`src/rtl/e203_itcm_sram_ctrl_if.sv`:
```
// ICB command/response channel plus the 64-bit single-port SRAM macro pins.
interface e203_itcm_sram_ctrl_if;
    // ICB command channel
    logic        icb_cmd_valid;
    logic        icb_cmd_ready;
    logic [31:0] icb_cmd_addr;
    logic        icb_cmd_read;
    logic [31:0] icb_cmd_wdata;
    logic [3:0]  icb_cmd_wmask;
    // ICB response channel
    logic        icb_rsp_valid;
    logic        icb_rsp_ready;
    logic [31:0] icb_rsp_rdata;
    logic        icb_rsp_err;
    // SRAM macro
    logic        ram_cs;
    logic        ram_we;
    logic        ram_ls;
    logic        ram_sd;
    logic        ram_ds;
    logic [12:0] ram_addr;
    logic [7:0]  ram_wem;
    logic [63:0] ram_din;
    logic [63:0] ram_dout;

    // Controller side
    modport slave (
        input  icb_cmd_valid, icb_cmd_addr, icb_cmd_read, icb_cmd_wdata, icb_cmd_wmask,
        input  icb_rsp_ready, ram_dout,
        output icb_cmd_ready, icb_rsp_valid, icb_rsp_rdata, icb_rsp_err,
        output ram_cs, ram_we, ram_ls, ram_sd, ram_ds, ram_addr, ram_wem, ram_din
    );

    // Requester / SRAM model side
    modport master (
        output icb_cmd_valid, icb_cmd_addr, icb_cmd_read, icb_cmd_wdata, icb_cmd_wmask,
        output icb_rsp_ready, ram_dout,
        input  icb_cmd_ready, icb_rsp_valid, icb_rsp_rdata, icb_rsp_err,
        input  ram_cs, ram_we, ram_ls, ram_sd, ram_ds, ram_addr, ram_wem, ram_din
    );
endinterface

```
`src/rtl/e203_itcm_sram_ctrl.sv`:
```
// ITCM SRAM controller: ICB slave over a 64-bit SRAM, one outstanding command,
// response hold buffer for back-pressure and idle-driven light sleep.
module e203_itcm_sram_ctrl #(
    parameter int unsigned IDLE_LS_CYC  = 16,
    parameter logic [15:0] ITCM_BASE_HI = 16'h8000
) (
    input  logic                          clk,
    input  logic                          rst_n,
    e203_itcm_sram_ctrl_if.slave          itcm_io
);

    localparam logic [1:0] StIdle  = 2'd0;
    localparam logic [1:0] StRsp   = 2'd1;
    localparam logic [1:0] StHold  = 2'd2;
    localparam logic [1:0] StSleep = 2'd3;

    logic [1:0]  state_q, state_d;
    logic [7:0]  idle_cnt_q, idle_cnt_d;
    logic        rd_q, hi_q, err_q;
    logic [31:0] hold_rdata_q, hold_rdata_d;
    logic        hold_err_q, hold_err_d;

    logic        cmd_ready;
    logic        cmd_hsk;
    logic        addr_err;
    logic        ram_acc;
    logic [31:0] rsp_rdata_cur;
    logic [7:0]  idle_cnt_inc;

    assign addr_err = (itcm_io.icb_cmd_addr[31:16] != ITCM_BASE_HI);
    assign cmd_hsk  = itcm_io.icb_cmd_valid & cmd_ready;
    assign ram_acc  = cmd_hsk & ~addr_err;

    // Command acceptance depends on state; RSP accepts only when its response retires
    always_comb begin
        cmd_ready = 1'b0;
        unique case (state_q)
            StIdle:  cmd_ready = 1'b1;
            StRsp:   cmd_ready = itcm_io.icb_rsp_ready;
            default: cmd_ready = 1'b0;
        endcase
    end

    assign itcm_io.icb_cmd_ready = cmd_ready;

    // SRAM is driven straight from the command in its handshake cycle
    always_comb begin
        itcm_io.ram_cs   = ram_acc;
        itcm_io.ram_we   = ram_acc & ~itcm_io.icb_cmd_read;
        itcm_io.ram_addr = itcm_io.icb_cmd_addr[15:3];
        itcm_io.ram_din  = {itcm_io.icb_cmd_wdata, itcm_io.icb_cmd_wdata};
        itcm_io.ram_wem  = 8'h00;
        if (ram_acc && !itcm_io.icb_cmd_read) begin
            itcm_io.ram_wem = itcm_io.icb_cmd_addr[2] ? {itcm_io.icb_cmd_wmask, 4'h0}
                                                      : {4'h0, itcm_io.icb_cmd_wmask};
        end
    end

    assign itcm_io.ram_ls = (state_q == StSleep);
    assign itcm_io.ram_sd = 1'b0;
    assign itcm_io.ram_ds = 1'b0;

    // Live response data in RSP: errors and writes return zero
    assign rsp_rdata_cur = (err_q | ~rd_q) ? 32'h0 :
                           (hi_q ? itcm_io.ram_dout[63:32] : itcm_io.ram_dout[31:0]);

    // Response outputs: live SRAM data in RSP, buffered copy in HOLD
    always_comb begin
        itcm_io.icb_rsp_valid = 1'b0;
        itcm_io.icb_rsp_rdata = 32'h0;
        itcm_io.icb_rsp_err   = 1'b0;
        unique case (state_q)
            StRsp: begin
                itcm_io.icb_rsp_valid = 1'b1;
                itcm_io.icb_rsp_rdata = rsp_rdata_cur;
                itcm_io.icb_rsp_err   = err_q;
            end
            StHold: begin
                itcm_io.icb_rsp_valid = 1'b1;
                itcm_io.icb_rsp_rdata = hold_rdata_q;
                itcm_io.icb_rsp_err   = hold_err_q;
            end
            default: ;
        endcase
    end

    assign idle_cnt_inc = (idle_cnt_q == 8'hFF) ? 8'hFF : idle_cnt_q + 8'd1;

    // Next state, idle counter and hold-buffer capture
    always_comb begin
        state_d      = state_q;
        idle_cnt_d   = 8'd0;
        hold_rdata_d = hold_rdata_q;
        hold_err_d   = hold_err_q;
        unique case (state_q)
            StIdle: begin
                if (cmd_hsk) begin
                    state_d = StRsp;
                end else begin
                    idle_cnt_d = idle_cnt_inc;
                    if (idle_cnt_inc >= 8'(IDLE_LS_CYC)) begin
                        state_d    = StSleep;
                        idle_cnt_d = 8'd0;
                    end
                end
            end
            StRsp: begin
                if (!itcm_io.icb_rsp_ready) begin
                    state_d      = StHold;
                    hold_rdata_d = rsp_rdata_cur;
                    hold_err_d   = err_q;
                end else if (!cmd_hsk) begin
                    state_d = StIdle;
                end
            end
            StHold: begin
                if (itcm_io.icb_rsp_ready) begin
                    state_d = StIdle;
                end
            end
            default: begin
                // Wake costs one cycle; the command is taken in IDLE
                if (itcm_io.icb_cmd_valid) begin
                    state_d = StIdle;
                end
            end
        endcase
    end

    // State registers with asynchronous reset
    always_ff @(posedge clk or negedge rst_n) begin
        if (!rst_n) begin
            state_q      <= StIdle;
            idle_cnt_q   <= 8'd0;
            rd_q         <= 1'b0;
            hi_q         <= 1'b0;
            err_q        <= 1'b0;
            hold_rdata_q <= 32'h0;
            hold_err_q   <= 1'b0;
        end else begin
            state_q      <= state_d;
            idle_cnt_q   <= idle_cnt_d;
            hold_rdata_q <= hold_rdata_d;
            hold_err_q   <= hold_err_d;
            if (cmd_hsk) begin
                rd_q  <= itcm_io.icb_cmd_read;
                hi_q  <= itcm_io.icb_cmd_addr[2];
                err_q <= addr_err;
            end
        end
    end

endmodule
```
`src/flat_wrapper.sv`:
```
// flat-port wrapper written by rule: the top's interface ports become plain ports
module e203_itcm_sram_ctrl_flat 
#(
    parameter int unsigned IDLE_LS_CYC  = 16,
    parameter logic [15:0] ITCM_BASE_HI = 16'h8000
)
  (clk, rst_n, itcm_io_icb_cmd_valid, itcm_io_icb_cmd_addr, itcm_io_icb_cmd_read, itcm_io_icb_cmd_wdata, itcm_io_icb_cmd_wmask, itcm_io_icb_rsp_ready, itcm_io_ram_dout, itcm_io_icb_cmd_ready, itcm_io_icb_rsp_valid, itcm_io_icb_rsp_rdata, itcm_io_icb_rsp_err, itcm_io_ram_cs, itcm_io_ram_we, itcm_io_ram_ls, itcm_io_ram_sd, itcm_io_ram_ds, itcm_io_ram_addr, itcm_io_ram_wem, itcm_io_ram_din);
  e203_itcm_sram_ctrl_if itcm_io_i ();
  input  logic clk;
  input  logic rst_n;
  input wire logic [$bits(itcm_io_i.icb_cmd_valid)-1:0] itcm_io_icb_cmd_valid;
  input wire logic [$bits(itcm_io_i.icb_cmd_addr)-1:0] itcm_io_icb_cmd_addr;
  input wire logic [$bits(itcm_io_i.icb_cmd_read)-1:0] itcm_io_icb_cmd_read;
  input wire logic [$bits(itcm_io_i.icb_cmd_wdata)-1:0] itcm_io_icb_cmd_wdata;
  input wire logic [$bits(itcm_io_i.icb_cmd_wmask)-1:0] itcm_io_icb_cmd_wmask;
  input wire logic [$bits(itcm_io_i.icb_rsp_ready)-1:0] itcm_io_icb_rsp_ready;
  input wire logic [$bits(itcm_io_i.ram_dout)-1:0] itcm_io_ram_dout;
  output wire logic [$bits(itcm_io_i.icb_cmd_ready)-1:0] itcm_io_icb_cmd_ready;
  output wire logic [$bits(itcm_io_i.icb_rsp_valid)-1:0] itcm_io_icb_rsp_valid;
  output wire logic [$bits(itcm_io_i.icb_rsp_rdata)-1:0] itcm_io_icb_rsp_rdata;
  output wire logic [$bits(itcm_io_i.icb_rsp_err)-1:0] itcm_io_icb_rsp_err;
  output wire logic [$bits(itcm_io_i.ram_cs)-1:0] itcm_io_ram_cs;
  output wire logic [$bits(itcm_io_i.ram_we)-1:0] itcm_io_ram_we;
  output wire logic [$bits(itcm_io_i.ram_ls)-1:0] itcm_io_ram_ls;
  output wire logic [$bits(itcm_io_i.ram_sd)-1:0] itcm_io_ram_sd;
  output wire logic [$bits(itcm_io_i.ram_ds)-1:0] itcm_io_ram_ds;
  output wire logic [$bits(itcm_io_i.ram_addr)-1:0] itcm_io_ram_addr;
  output wire logic [$bits(itcm_io_i.ram_wem)-1:0] itcm_io_ram_wem;
  output wire logic [$bits(itcm_io_i.ram_din)-1:0] itcm_io_ram_din;
  assign itcm_io_i.icb_cmd_valid = itcm_io_icb_cmd_valid;
  assign itcm_io_i.icb_cmd_addr = itcm_io_icb_cmd_addr;
  assign itcm_io_i.icb_cmd_read = itcm_io_icb_cmd_read;
  assign itcm_io_i.icb_cmd_wdata = itcm_io_icb_cmd_wdata;
  assign itcm_io_i.icb_cmd_wmask = itcm_io_icb_cmd_wmask;
  assign itcm_io_i.icb_rsp_ready = itcm_io_icb_rsp_ready;
  assign itcm_io_i.ram_dout = itcm_io_ram_dout;
  assign itcm_io_icb_cmd_ready = itcm_io_i.icb_cmd_ready;
  assign itcm_io_icb_rsp_valid = itcm_io_i.icb_rsp_valid;
  assign itcm_io_icb_rsp_rdata = itcm_io_i.icb_rsp_rdata;
  assign itcm_io_icb_rsp_err = itcm_io_i.icb_rsp_err;
  assign itcm_io_ram_cs = itcm_io_i.ram_cs;
  assign itcm_io_ram_we = itcm_io_i.ram_we;
  assign itcm_io_ram_ls = itcm_io_i.ram_ls;
  assign itcm_io_ram_sd = itcm_io_i.ram_sd;
  assign itcm_io_ram_ds = itcm_io_i.ram_ds;
  assign itcm_io_ram_addr = itcm_io_i.ram_addr;
  assign itcm_io_ram_wem = itcm_io_i.ram_wem;
  assign itcm_io_ram_din = itcm_io_i.ram_din;
  e203_itcm_sram_ctrl #(.IDLE_LS_CYC(IDLE_LS_CYC), .ITCM_BASE_HI(ITCM_BASE_HI)) u_core (.clk(clk), .rst_n(rst_n), .itcm_io(itcm_io_i));
endmodule
```
`config.mk`:
```
export PLATFORM = sky130hd
export DESIGN_NAME = e203_itcm_sram_ctrl_flat
export DESIGN_NICKNAME = d
export VERILOG_FILES = /design/src/rtl/e203_itcm_sram_ctrl_if.sv /design/src/rtl/e203_itcm_sram_ctrl.sv /design/src/flat_wrapper.sv
export SDC_FILE = /design/constraint.sdc
export NUM_CORES = 1
export LEC_CHECK = 0
export BUFFER_PORTS_ARGS = -buffer_cell sky130_fd_sc_hd__buf_4
export CAP_MARGIN = 20
export CELL_PAD_IN_SITES_DETAIL_PLACEMENT = 1
export CELL_PAD_IN_SITES_GLOBAL_PLACEMENT = 1
export CORE_MARGIN = 2
export CORE_UTILIZATION = 29
export CTS_CLUSTER_DIAMETER = 40
export CTS_CLUSTER_SIZE = 28
export DETAILED_ROUTE_END_ITERATION = 6
export HOLD_SLACK_MARGIN = 0.03
export PLACE_DENSITY = 0.95
export SYNTH_ARGS = -nofsm -noshare
export SYNTH_HDL_FRONTEND = slang
export SYNTH_SLANG_ARGS = --single-unit
```
`constraint.sdc`:
```
create_clock -name clk -period 3.8 [get_ports clk]
set_input_delay 0.38 -clock clk [delete_from_list [all_inputs] [get_ports clk]]
set_output_delay 0.38 -clock clk [all_outputs]
set_load 0.005 [all_outputs]
```
# [Yosys cells after proc, flatten, opt, wreduce, memory -nomap -nowiden]
# Index checks and enable logic that the tools add are counted.
# W data, S select, Z words.
[op_classes] n_reduce_logical=7 mul=0 div_mod_pow=0 order_cmp=1 n_bitwise=8 shifts=0 add_sub_neg=1 mux=19 n_eq_ne=8
[op_table] cell="$mux W32" n=2
[op_table] cell="$pmux W32 S2" n=1
[op_table] cell="$mux W8" n=6
[op_table] cell="$ne A16 B16 Y1 const B" n=1
[op_table] cell="$mux W2" n=6
[op_table] cell="$add A8 B1 Y8 const B" n=1
[op_table] cell="$eq A8 B8 Y1 const B" n=1
[op_table] cell="$ge A8 B5 Y1 const B" n=1
[op_table] cell="$pmux W2 S3" n=1
[op_table] cell="$eq A2 B2 Y1 const B" n=2
[op_table] cell="$not A1 Y1" n=4
[op_table] cell="$pmux W1 S2" n=2
[op_table] cell="$reduce_and A4 Y1" n=1
[op_table] cell="$reduce_bool A4 Y1" n=1
[op_table] cell="$and A1 B1 Y1" n=3
[op_table] cell="$ne A3 B1 Y1 const B" n=1
[op_table] cell="$ne A3 B3 Y1 const B" n=1
[op_table] cell="$eq A2 B1 Y1 const B" n=1
[op_table] cell="$logic_not A2 Y1" n=1
[op_table] cell="$ne A2 B2 Y1 const B" n=1
[op_table] cell="$reduce_and A2 Y1" n=1
[op_table] cell="$reduce_or A2 Y1" n=1
[op_table] cell="$logic_and A1 B1 Y1" n=1
[op_table] cell="$logic_not A1 Y1" n=1
[op_table] cell="other kinds (2)" n=2
[word_totals] latch_bits=0 input_bits=137 mem_bits_rw=0 elab_cells=51 n_memories=0 rom_bits=0 register_bits=46 out_inout_bits=125

# [Longest topological paths before layout]
[depth] word_depth=6 ltp_mapped=7

# [Least setup slack after synthesis]
# Ideal clock, no wire load.
[synth_path] kind="register to output" from="register u_core.state_q[1]" to="output port itcm_io_ram_wem[0]" path_stages_with_launch=7 setup_slack_ns=1.802 arrival_time_ns=1.618 path_cell_list="dfrtp_1 inv_1 ha_1 a21o_1 nand2_1 nor4_4 and3b_1"
[synth_between] elab_chain_cells=6 elab_cells_between_ends=7 cone_classes="eq/ne (1); mux (2); bitwise (2); reduce/logical (2)"
[synth_lines] element="start, declared" line="e203_itcm_sram_ctrl.sv:17" text="logic [1:0] state_q, state_d;"
[synth_lines] element="start signal, assigned" line="e203_itcm_sram_ctrl.sv:133" text="state_q <= StIdle;"
[synth_lines] element="start signal, assigned" line="e203_itcm_sram_ctrl.sv:141" text="state_q <= state_d;"
[synth_lines] element="$eq A2 B1 Y1 / $logic_not A2 Y1 (equally long branches)" line="e203_itcm_sram_ctrl.sv:37" text="unique case (state_q)"
[synth_lines] element="$pmux W1 S2 (*)" line="e203_itcm_sram_ctrl.sv:37"
[synth_lines] element="named net itcm_io_icb_cmd_ready" line="flat_wrapper.sv:18" text="output wire logic [$bits(itcm_io_i.icb_cmd_ready)-1:0] itcm_io_icb_cmd_ready;"
[synth_lines] element="$and A1 B1 Y1 (*)" line="e203_itcm_sram_ctrl.sv:31" text="assign cmd_hsk = itcm_io.icb_cmd_valid & cmd_ready;"
[synth_lines] element="$and A1 B1 Y1 (*)" line="e203_itcm_sram_ctrl.sv:32" text="assign ram_acc = cmd_hsk & ~addr_err;"
[synth_lines] element="$logic_and A1 B1 Y1 (*)" line="e203_itcm_sram_ctrl.sv:53" text="if (ram_acc && !itcm_io.icb_cmd_read) begin"
[synth_lines] element="$mux W8 (*)" line="e203_itcm_sram_ctrl.sv:53"
[synth_lines] element="end, declared" line="flat_wrapper.sv:28" text="output wire logic [$bits(itcm_io_i.ram_wem)-1:0] itcm_io_ram_wem;"
# Mark *: on every way through the listed nets, which the timed path passes. The rest lies on a longest branch.

# [Worst setup path after layout]
[layout_path] from="register u_core.state_q[1]" to="output port itcm_io_ram_wem[5]"
[layout_between] elab_chain_cells=6 elab_cells_between_ends=7 cone_classes="eq/ne (1); mux (2); bitwise (2); reduce/logical (2)"
[layout_lines] element="$eq A2 B1 Y1 / $logic_not A2 Y1 (equally long branches)" line="e203_itcm_sram_ctrl.sv:37"
[layout_lines] element="$pmux W1 S2 (*)" line="e203_itcm_sram_ctrl.sv:37"
[layout_lines] element="$and A1 B1 Y1 (*)" line="e203_itcm_sram_ctrl.sv:31"
[layout_lines] element="$and A1 B1 Y1 (*)" line="e203_itcm_sram_ctrl.sv:32"
[layout_lines] element="$logic_and A1 B1 Y1 (*)" line="e203_itcm_sram_ctrl.sv:53"
[layout_lines] element="$mux W8 (*)" line="e203_itcm_sram_ctrl.sv:53"
# Every way passes the cells marked *; elsewhere a longest branch is shown, timed or not.

==> impl_metrics.json <==
{
  "die-area_um2": 12400,
  "post_cts_buffers": 0,
  "grt_max_degree": 47,
  "io_pins": 262,
  "gr-total-overflow": 0,
  "muxShareOfSynthArea_pct": 10.2,
  "nFillCells": 1343,
  "power_density_nw_per_um2": 419,
  "use_met2_pct": 29.3,
  "crit_required_ns": 3.42,
  "wl_per_cell_um": 15.7,
  "final_nets": 593,
  "fp.dieW_um": 111,
  "rsz0062_at_grt": "false",
  "cts_root_buffer": "clkbuf_16",
  "cts_buffers": 5,
  "dieHeight_um": 111,
  "cp_max_fo": 9,
  "ctsResizeCount": 0,
  "p_total_w": 0.00171,
  "worstPathArrival_ns": 2.32,
  "drtAntennaViolNets": 0,
  "grt_pass1_wl_mm": 15.4,
  "hp-class": "input port to asynchronous set/reset pin",
  "multi_input_area_um2": 1530,
  "synth_simple_gate_area_share_pct": 19.5,
  "rows": 39,
  "via_per_inst": 4.77,
  "area_growth_pct": 22.0,
  "wirelength_mm": 9.36,
  "synth.top_cell.area_share_pct": 34.4,
  "yosysSeqAreaShare_pct": 34.4,
  "diodes": 0,
  "clock-sinks": 46,
  "cts_tree": "yes",
  "drt_first_pass_iters": 4,
  "tightestPinTransition_ns": 0.989,
  "cp-end-kind": "primary output",
  "yosys.area_share.xor_xnor_pct": 0.523,
  "synth_area_per_cell_um2": 8.39,
  "ctsHtreeMaxLevel": 2,
  "relSlewSlack_pct": 34.1,
  "ctsLongestPathBuffers": 2,
  "ir_drop_mv": 0.368,
  "period_needed_ns": 2.70,
  "top_usage_layer": "met2",
  "timing.hold.ws_ns": 0.104,
  "insertion_delay_ns": 0.28,
  "first_iter_violations": 89,
  "status": "finished, final reports clean",
  "grtUsageMet3_pct": 3.05,
  "antenna_found_initial": 0,
  "hpwl_mm": 7.05,
  "syn_area_um2": 3350,
  "synthAdderAreaFrac_pct": 1.87,
  "syn_inst": 399,
  "synth_top_flop_cell": "dfrtp_1",
  "cp_slowest_cell": "nor4_4",
  "synth_edf_count": 0,
  "synth_top_family_by_area": "buffers and inverters",
  "ys_ff_latch": 46,
  "slew_viol_final": 0,
  "p_leak_nw": 2.02,
  "synth_top_cell_by_area": "dfrtp_1",
  "skew_ns": 0.00796,
  "drc": 0,
  "synth.distinct_cells": 37,
  "port_buffers": 135,
  "layout_setup_ws_ns": 1.10,
  "grt_pass1_vias": 3137,
  "critical_path_class": "register to primary output",
  "synthArstFlopShare_pct": 100,
  "setup_viol": 0,
  "seqCellArea_um2": 1150,
  "vias": 2836,
  "grt.total_usage_pct": 15.1,
  "cts.clk_slew.worst_paths_ns": 0.07,
  "worstPathCellList": "inv_1 -> ha_1 -> a21o_1 -> nand2_1 -> nor4_4 -> and3_1 -> buf_4",
  "drv_cap": 0,
  "tns_ns": 0,
  "period_share_pct": 71.0,
  "hold_violations": 0,
  "drive_gt1_share_pct": 33.8,
  "synthTopCellsByArea": "dfrtp_1, buf_4, o21ai_0",
  "dp_slack_ns": 1.16,
  "core-area_um2": 11300,
  "start_util_pct": 29.6,
  "synth-compound-area-share_pct": 12.7,
  "gp_congestion": 0.713,
  "yosysWarnings": 0,
  "critPathMaxStageDelay_ns": 0.48,
  "cts_hold_buf": 0,
  "critPathLaunchType": "register",
  "use_met1_pct": 16.0,
  "fmax_mhz": 371
}
[layout by cell type (no fill, tap or decap), types with 2 or more instances in the layout]
cell type	instances
a21oi_1	5
a31oi_1	2
and2_1	32
and3_1	4
and3b_1	4
buf_4	138
buf_8	2
clkbuf_16	5
conb_1	6
dfrtp_1	45
ha_1	5
inv_1	4
mux2_2	2
mux2i_1	32
nand2_1	69
nand2b_1	2
nor2b_1	3
nor3_1	2
nor4_1	3
o21ai_0	66
[state kept, by name, indices dropped and copies added, names as in the netlist]
signal / cells
u_core.err_q: 1
u_core.hi_q: 1
u_core.hold_err_q: 1
u_core.hold_rdata_q: 32
u_core.idle_cnt_q: 8
u_core.rd_q: 1
u_core.state_q: 2
[cells by family (layout without fill, tap and decap cells)]
kind of cell,Yosys count,in the layout
AOI/OAI and AO/OA,80,80
xor gates and xnor gates,2,2
adders and majority gates,5,5
buffers and inverters,104,152
DFF,46,46
muxes,34,34
other,1,6
and+or+nand+nor,127,127
[cell type report]
class                      instances  share of cell area [%]
inverter                           4                   0.368
clock buffer                       5                    3.06
multi-input combinational        254                    37.3
clock inverter                     3                   0.521
timing repair buffer             140                    26.1
tap                              143                    4.38
sequential                        46                    28.2
[synth_stat cells (2+ instances only)]
library cell   n
buf_4         79
nand2_1       69
o21ai_0       66
dfrtp_1       46
and2_1        32
mux2i_1       32
clkbuf_1      18
a21oi_1        5
ha_1           5
and3_1         4
and3b_1        4
inv_1          4
buf_2          3
nor2b_1        3
nor4_1         3
a31oi_1        2
mux2_2         2
nand2b_1       2
nor3_1         2
[critical path: cells and delay by family (launching register included)]
family	cells	cell delay, ns
fa+ha+maj	1	0.31
flops	1	0.40
simple gates	3	0.91
compound gates	1	0.18
buf+inv	2	0.23
[final timing paths]
kind,to,from,depth (start not counted),slack (ns)
setup / recovery,itcm_io_ram_wem[5],u_core.state_q[1]$_DFFE_PN0P_,7,1.10
hold / removal,u_core.hold_rdata_q[22]$_DFFE_PN0P_,rst_n,1,0.10
setup reg to reg,u_core.state_q[0]$_DFFE_PN0P_,u_core.state_q[0]$_DFFE_PN0P_,7,1.47
hold reg to reg,u_core.hold_rdata_q[8]$_DFFE_PN0P_,u_core.hold_rdata_q[8]$_DFFE_PN0P_,2,0.48
max in group asynchronous,u_core.hi_q$_DFFE_PN0P_,rst_n,1,3.27
min in group clk,u_core.rd_q$_DFFE_PN0P_,itcm_io_icb_cmd_read,2,0.36
[metrics by stage]
stage          std cells  util, %  area, µm²
2_1_floorplan        404        -       3370
3_3_place_gp         585     34.5       3910
3_5_place_dp         586     34.6       3920
4_1_cts              594     35.9       4070
5_1_grt              595     36.1       4080
6_report             595     36.1       4080
[where the power goes]
part	switching (W)	internal [W]	total [W]
combinational	0.000357	0.000296	0.000653
clock	0.000189	0.000244	0.000432
sequential	0.000108	0.000519	0.000628
total	0.000654	0.00106	0.00171
[per-layer routing]
metal,wire length (µm),vias up
li1,-,1354
met1,3510,1339
met2,5080,113
met3,552,30
met4,224,0
met5,0,-
Power figures use the tool's default switching activity.
